**src/rtl/i2c_reg_seq.sv**
```systemverilog
// i2c_reg_seq: sequences one register write or multi-byte register read per command
// over a byte-level I2C master handshake, with a per-wait watchdog.
module i2c_reg_seq #(
  parameter logic [6:0]  DEV_ADR = 7'h77,
  parameter int          MAX_LEN = 22,
  parameter logic [15:0] TIMEOUT = 16'hFFFF,
  localparam int         IW      = $clog2(MAX_LEN)
) (
  input  logic          clk,
  input  logic          reset,
  input  logic          cmd_valid,
  output logic          cmd_ready,
  input  logic          cmd_rw,
  input  logic [7:0]    cmd_reg,
  input  logic [7:0]    cmd_len,
  input  logic [7:0]    wr_data,
  output logic          wr_pop,
  input  logic [IW-1:0] rd_idx,
  output logic [7:0]    rd_data,
  output logic          busy,
  output logic          done,
  output logic          err,
  input  logic          isReady,
  output logic          start,
  output logic          send,
  output logic [7:0]    datasend,
  input  logic          sended,
  output logic          receive,
  input  logic [7:0]    datareceive,
  input  logic          received,
  output logic [3:0]    state
);
  typedef enum logic [3:0] {
    IDLE = 4'd0, WAIT_READY = 4'd1, ADR_W = 4'd2, REG = 4'd3, WDATA = 4'd4,
    ADR_R = 4'd5, RECV = 4'd6, DONE = 4'd7, ERR = 4'd8
  } state_e;
  localparam logic [7:0] MAX_L = 8'(MAX_LEN);
  state_e      state_q, state_d;
  logic        rw_q, rw_d, err_q, err_d, last, stalled, wait_st;
  logic [7:0]  reg_q, reg_d, len_q, len_d, cnt_q, cnt_d;
  logic [15:0] wdog_q, wdog_d;
  logic [7:0]  buf_q [MAX_LEN];
  logic [7:0]  buf_d [MAX_LEN];
  assign wait_st = state_q inside {WAIT_READY, ADR_W, REG, WDATA, ADR_R, RECV};
  assign state   = state_q;
  always_ff @(posedge clk or negedge reset) begin
    if (!reset) begin
      state_q <= IDLE;
      rw_q    <= 1'b0;
      reg_q   <= '0;
      len_q   <= '0;
      cnt_q   <= '0;
      wdog_q  <= '0;
      err_q   <= 1'b0;
      buf_q   <= '{default: '0};
    end else begin
      state_q <= state_d;
      rw_q    <= rw_d;
      reg_q   <= reg_d;
      len_q   <= len_d;
      cnt_q   <= cnt_d;
      wdog_q  <= wdog_d;
      err_q   <= err_d;
      buf_q   <= buf_d;
    end
  end
  // cnt_q counts bytes already moved; it stops at len-1 so the buffer never wraps
  always_comb begin
    state_d = state_q;
    rw_d    = rw_q;
    reg_d   = reg_q;
    len_d   = len_q;
    cnt_d   = cnt_q;
    buf_d   = buf_q;
    last    = cnt_q == len_q - 8'd1;
    case (state_q)
      IDLE: if (cmd_valid) begin
        rw_d    = cmd_rw;
        reg_d   = cmd_reg;
        len_d   = cmd_len;
        cnt_d   = '0;
        state_d = (cmd_len == 8'd0 || cmd_len > MAX_L) ? ERR : WAIT_READY;
      end
      WAIT_READY: state_d = isReady ? ADR_W : WAIT_READY;
      ADR_W:      state_d = sended ? REG : ADR_W;
      REG:        state_d = sended ? (rw_q ? ADR_R : WDATA) : REG;
      WDATA: if (sended) begin
        state_d = last ? DONE : WDATA;
        cnt_d   = last ? cnt_q : cnt_q + 8'd1;
      end
      ADR_R:      state_d = sended ? RECV : ADR_R;
      RECV: if (received) begin
        buf_d[cnt_q[IW-1:0]] = datareceive;
        state_d = last ? DONE : RECV;
        cnt_d   = last ? cnt_q : cnt_q + 8'd1;
      end
      default:    state_d = IDLE;
    endcase
    stalled = wait_st && !sended && !received && state_d == state_q;
    if (stalled && wdog_q == TIMEOUT) state_d = ERR;
    wdog_d  = (stalled && wdog_q != TIMEOUT) ? wdog_q + 16'd1 : '0;
    err_d   = (state_d == ERR) || (err_q && !(state_q == IDLE && cmd_valid));
  end
  always_comb begin
    cmd_ready = state_q == IDLE;
    busy      = state_q != IDLE;
    start     = state_q == ADR_W || state_q == ADR_R;
    send      = start || state_q == REG || state_q == WDATA;
    receive   = state_q == RECV;
    wr_pop    = state_q == WDATA && sended;
    done      = state_q == DONE;
    err       = err_q;
    datasend  = state_q == ADR_W ? {DEV_ADR, 1'b0} :
                state_q == REG   ? reg_q :
                state_q == WDATA ? wr_data :
                state_q == ADR_R ? {DEV_ADR, 1'b1} : 8'h00;
    rd_data   = 32'(rd_idx) < MAX_LEN ? buf_q[rd_idx] : 8'h00;
  end
endmodule

```
**config.mk**
```make
export PLATFORM = sky130hd
export DESIGN_NAME = i2c_reg_seq
export DESIGN_NICKNAME = d
export VERILOG_FILES = /design/src/rtl/i2c_reg_seq.sv
export SDC_FILE = /design/constraint.sdc
export NUM_CORES = 1
export LEC_CHECK = 0
export CORE_UTILIZATION = 25
export CTS_CLUSTER_SIZE = 30
export DETAILED_ROUTE_END_ITERATION = 7
export PLACE_DENSITY = 0.41
export SETUP_SLACK_MARGIN = 0.4
export SLEW_MARGIN = 0
export SYNTH_ARGS = -nofsm -noshare
export SYNTH_HDL_FRONTEND = slang
export SYNTH_SLANG_ARGS = --single-unit
```
**constraint.sdc**
```tcl
create_clock -name clk -period 8.49 [get_ports clk]
set_clock_uncertainty 0.15 [all_clocks]
set_input_delay 2.547 -clock clk [delete_from_list [all_inputs] [get_ports clk]]
set_output_delay 2.547 -clock clk [all_outputs]
set_load 0.05 [all_outputs]
```
==> results_dict.tcl <==
set metrics [dict create \
    path_clk_slew_ns 0.06 \
    max_slew_margin 0.356 \
    netlist_area_mm2 0.0109 \
    clock_sinks 222 \
    grt_pass1_wl_um 46000 \
    path_max_fanout 25 \
    worst_r2r_path_depth 5 \
    viasPerCell 4.52 \
    floorplan.die_area_mm2 0.0446 \
    pwr_density_cell_mw_per_mm2 221 \
    synth.avg_cell_area_um2 13.5 \
    syn_inst 812 \
    met1_length_um 13400 \
    synth_edf_count 0 \
    fin_hold_ws_ns 0.326 \
    route.detailed.wl_per_inst_um 19.5 \
    numCtsBuffers 27 \
    outcome "complete, no violations" \
    synth.ff_latch_count 222 \
    post-cts-setup-buffers 0 \
    critical-path-max-stage-delay_ns 0.54 \
    placement.io_buffers 71 \
    route.vias.total 6665 \
    mostFrequentLayoutCell "sky130_fd_sc_hd__dfrtp_1" \
    cts_max_level 1 \
    required_ns 5.79 \
    topRoutingLayerUsed "met5" \
    hold_path_class "flip-flop to flip-flop" \
    tritoncts "yes" \
    leakage_power_nw 6.14 \
    timing.critical_path.cells "buf_2, buf_4, mux4_2, mux4_2, inv_1, o22ai_1, buf_4" \
    worst_setup_sp "rd_idx[1]" \
    overall_routing_resource_usage 0.135 \
    core_mm2 0.0431 \
    synth-async-reset-ratio 1.00 \
    detail_route.iter0.violations 335 \
    finalCritPeriodShare 0.880 \
    max-clock-path-buffers 3 \
    clock_tree.root_cell "sky130_fd_sc_hd__clkbuf_16" \
    insertion_delay_ns 0.53 \
    setup_total_negative_slack_ns 0 \
    grt_start_max_net_pins 95 \
    postCtsHoldBufs 0 \
    fmax_mhz 134 \
    die_extent_in_y_um 211 \
    maxSlewViolCount 0 \
    grt_antenna_before_repair 1 \
    postSynthNetCount 862 \
    layout.nets 919 \
    timing.rr.end "buf_q[131]" \
    layout-area-overhead-vs-synth_pct 19.7 \
    hold_vio_cnt_final 0 \
    setup.worst_path.end_class "output pin" \
    layout_min_cycle_time_ns 7.47 \
    drtPass1Iterations 4 \
    overflow 0 \
    slack_of_the_worst_reg_to_reg_path_ns 5.51 \
    setup_violations 0 \
    critical_path.endpoint "rd_data[1]" \
    final_core_util 0.304 \
    floorplan.io_pins 72 \
    cp_slowest_cell "sky130_fd_sc_hd__buf_2" \
    finish.cell_count_without_fillers 1473 \
    yosys_warnings 0 \
    floorplan.initialDensity 0.254 \
    worstReg2RegStart "state[2]" \
    peakVddDrop_mv 0.187 \
    fp.dieW_um 211 \
    routed_wl_um 28800 \
    worstSetupStartpointType "input port" \
    power.total_w 0.00290 \
    floorplan.rows 76 \
    post_cts_resize_count 0 \
    place.detailed.instances 1425 \
    grt_setup_unrepaired "false" \
    first_global_vias 7304 \
    gp_congestion 0.702 \
    antenna_cells_inserted 0 \
    synthFlopType "sky130_fd_sc_hd__dfrtp_1" \
    synth.lib_cells_used.distinct 55 \
    final_antenna_net_count 0 \
    final_cell_mix "sky130_fd_sc_hd__dfrtp_1 (222), sky130_fd_sc_hd__mux2_2 (177), sky130_fd_sc_hd__clkdlybuf4s50_1 (60)" \
    worst_slew_pin_slew_ns 0.967 \
    drive_above_1_share 0.361 \
    synth_sequential_area_ratio 0.508 \
    setup.worst_path.class "input port to output pin" \
    routed-wl-met3_um 1190 \
    place.detailed.hpwl_um 18400 \
    cap_violations 0 \
    route.detailed.drc 0 \
    arrival_ns 4.78 \
    met2WireLength_um 13600 \
]
-- state kept, by name, summed over array words and instances (netlist names) --
name and flops:
buf_q 176, wdog_q 16, reg_q 8, cnt_q 8, rw_q 1, state 4, len_q 8, err 1
-- kinds of logic (layout without fill, tap and decap cells) --
kind of cell	Yosys count	in the layout	synth area share
mux	242	242	0.298
flops	222	222	0.508
simple gates	174	174	0.0945
buf+inv	71	147	0.0301
compound gates	69	69	0.0403
xor+xnor	28	28	0.0224
fa+ha+maj	6	6	0.00686
-- worst max-delay path: cells and delay by family --
| kind | cells | cell delay [ns] |
|---|---|---|
| buffers and inverters | 4 | 1.24 |
| muxes | 2 | 0.87 |
| AOI/OAI and AO/OA | 1 | 0.08 |
-- how the worst min path moves through the flow --
| stage | depth (start not counted) | from | slack (ns) | endpoint |
|---|---|---|---|---|
| floorplan | 2 | reg_q[1] | 0.29 | reg_q[1] |
| global placement | 2 | reg_q[2] | 0.31 | reg_q[2] |
| detailed placement | 2 | reg_q[2] | 0.31 | reg_q[2] |
| CTS | 2 | rw_q | 0.33 | rw_q |
| global route | 1 | buf_q[120] | 0.35 | buf_q[120] |
| finish | 2 | reg_q[6] | 0.33 | reg_q[6] |
-- cell type report --
cell class	instances	area [um2]
clock buffer	39	771
tap	585	732
timing repair buffer	80	831
clock inverter	9	76.3
sequential	222	5560
multi-input combinational	519	5060
fill	4386	30000
inverter	19	71.3
-- synth_stat cells (all sizes together) (11+ instances only) --
| library cell | number | share of area |
|---|---|---|
| mux4 | 48 | 0.099 |
| dfrtp | 222 | 0.51 |
| inv | 17 | 0.0058 |
| buf | 21 | 0.013 |
| nor2 | 33 | 0.011 |
| clkbuf | 31 | 0.011 |
| xnor2 | 20 | 0.016 |
| a21oi | 16 | 0.0073 |
| o21ai | 23 | 0.011 |
| nor3 | 11 | 0.0055 |
| mux2 | 191 | 0.20 |
| nand2 | 74 | 0.040 |
-- power by group --
| group | total [W] | switching (W) | internal [W] |
|---|---|---|---|
| clock network | 0.00111 | 0.000456 | 0.000657 |
| registers | 0.00122 | 0.0000924 | 0.00113 |
| logic | 0.000560 | 0.000336 | 0.000224 |
| total | 0.00290 | 0.000884 | 0.00201 |
-- per-stage QoR --
step,instance area (um2),setup slack [ns]
after floorplan,10900,1.38
after global placement,12200,1.04
after detailed placement,12200,0.975
after CTS,13100,0.975
after global routing,13100,0.917
final,13100,1.02
-- layer usage --
layer	GRT usage	up-vias
li1	-	3063
met1	0.183	3441
met2	0.221	118
met3	0.0275	41
met4	0.0327	2
met5	0	-
No activity file was read; power rests on OpenSTA's default activity.
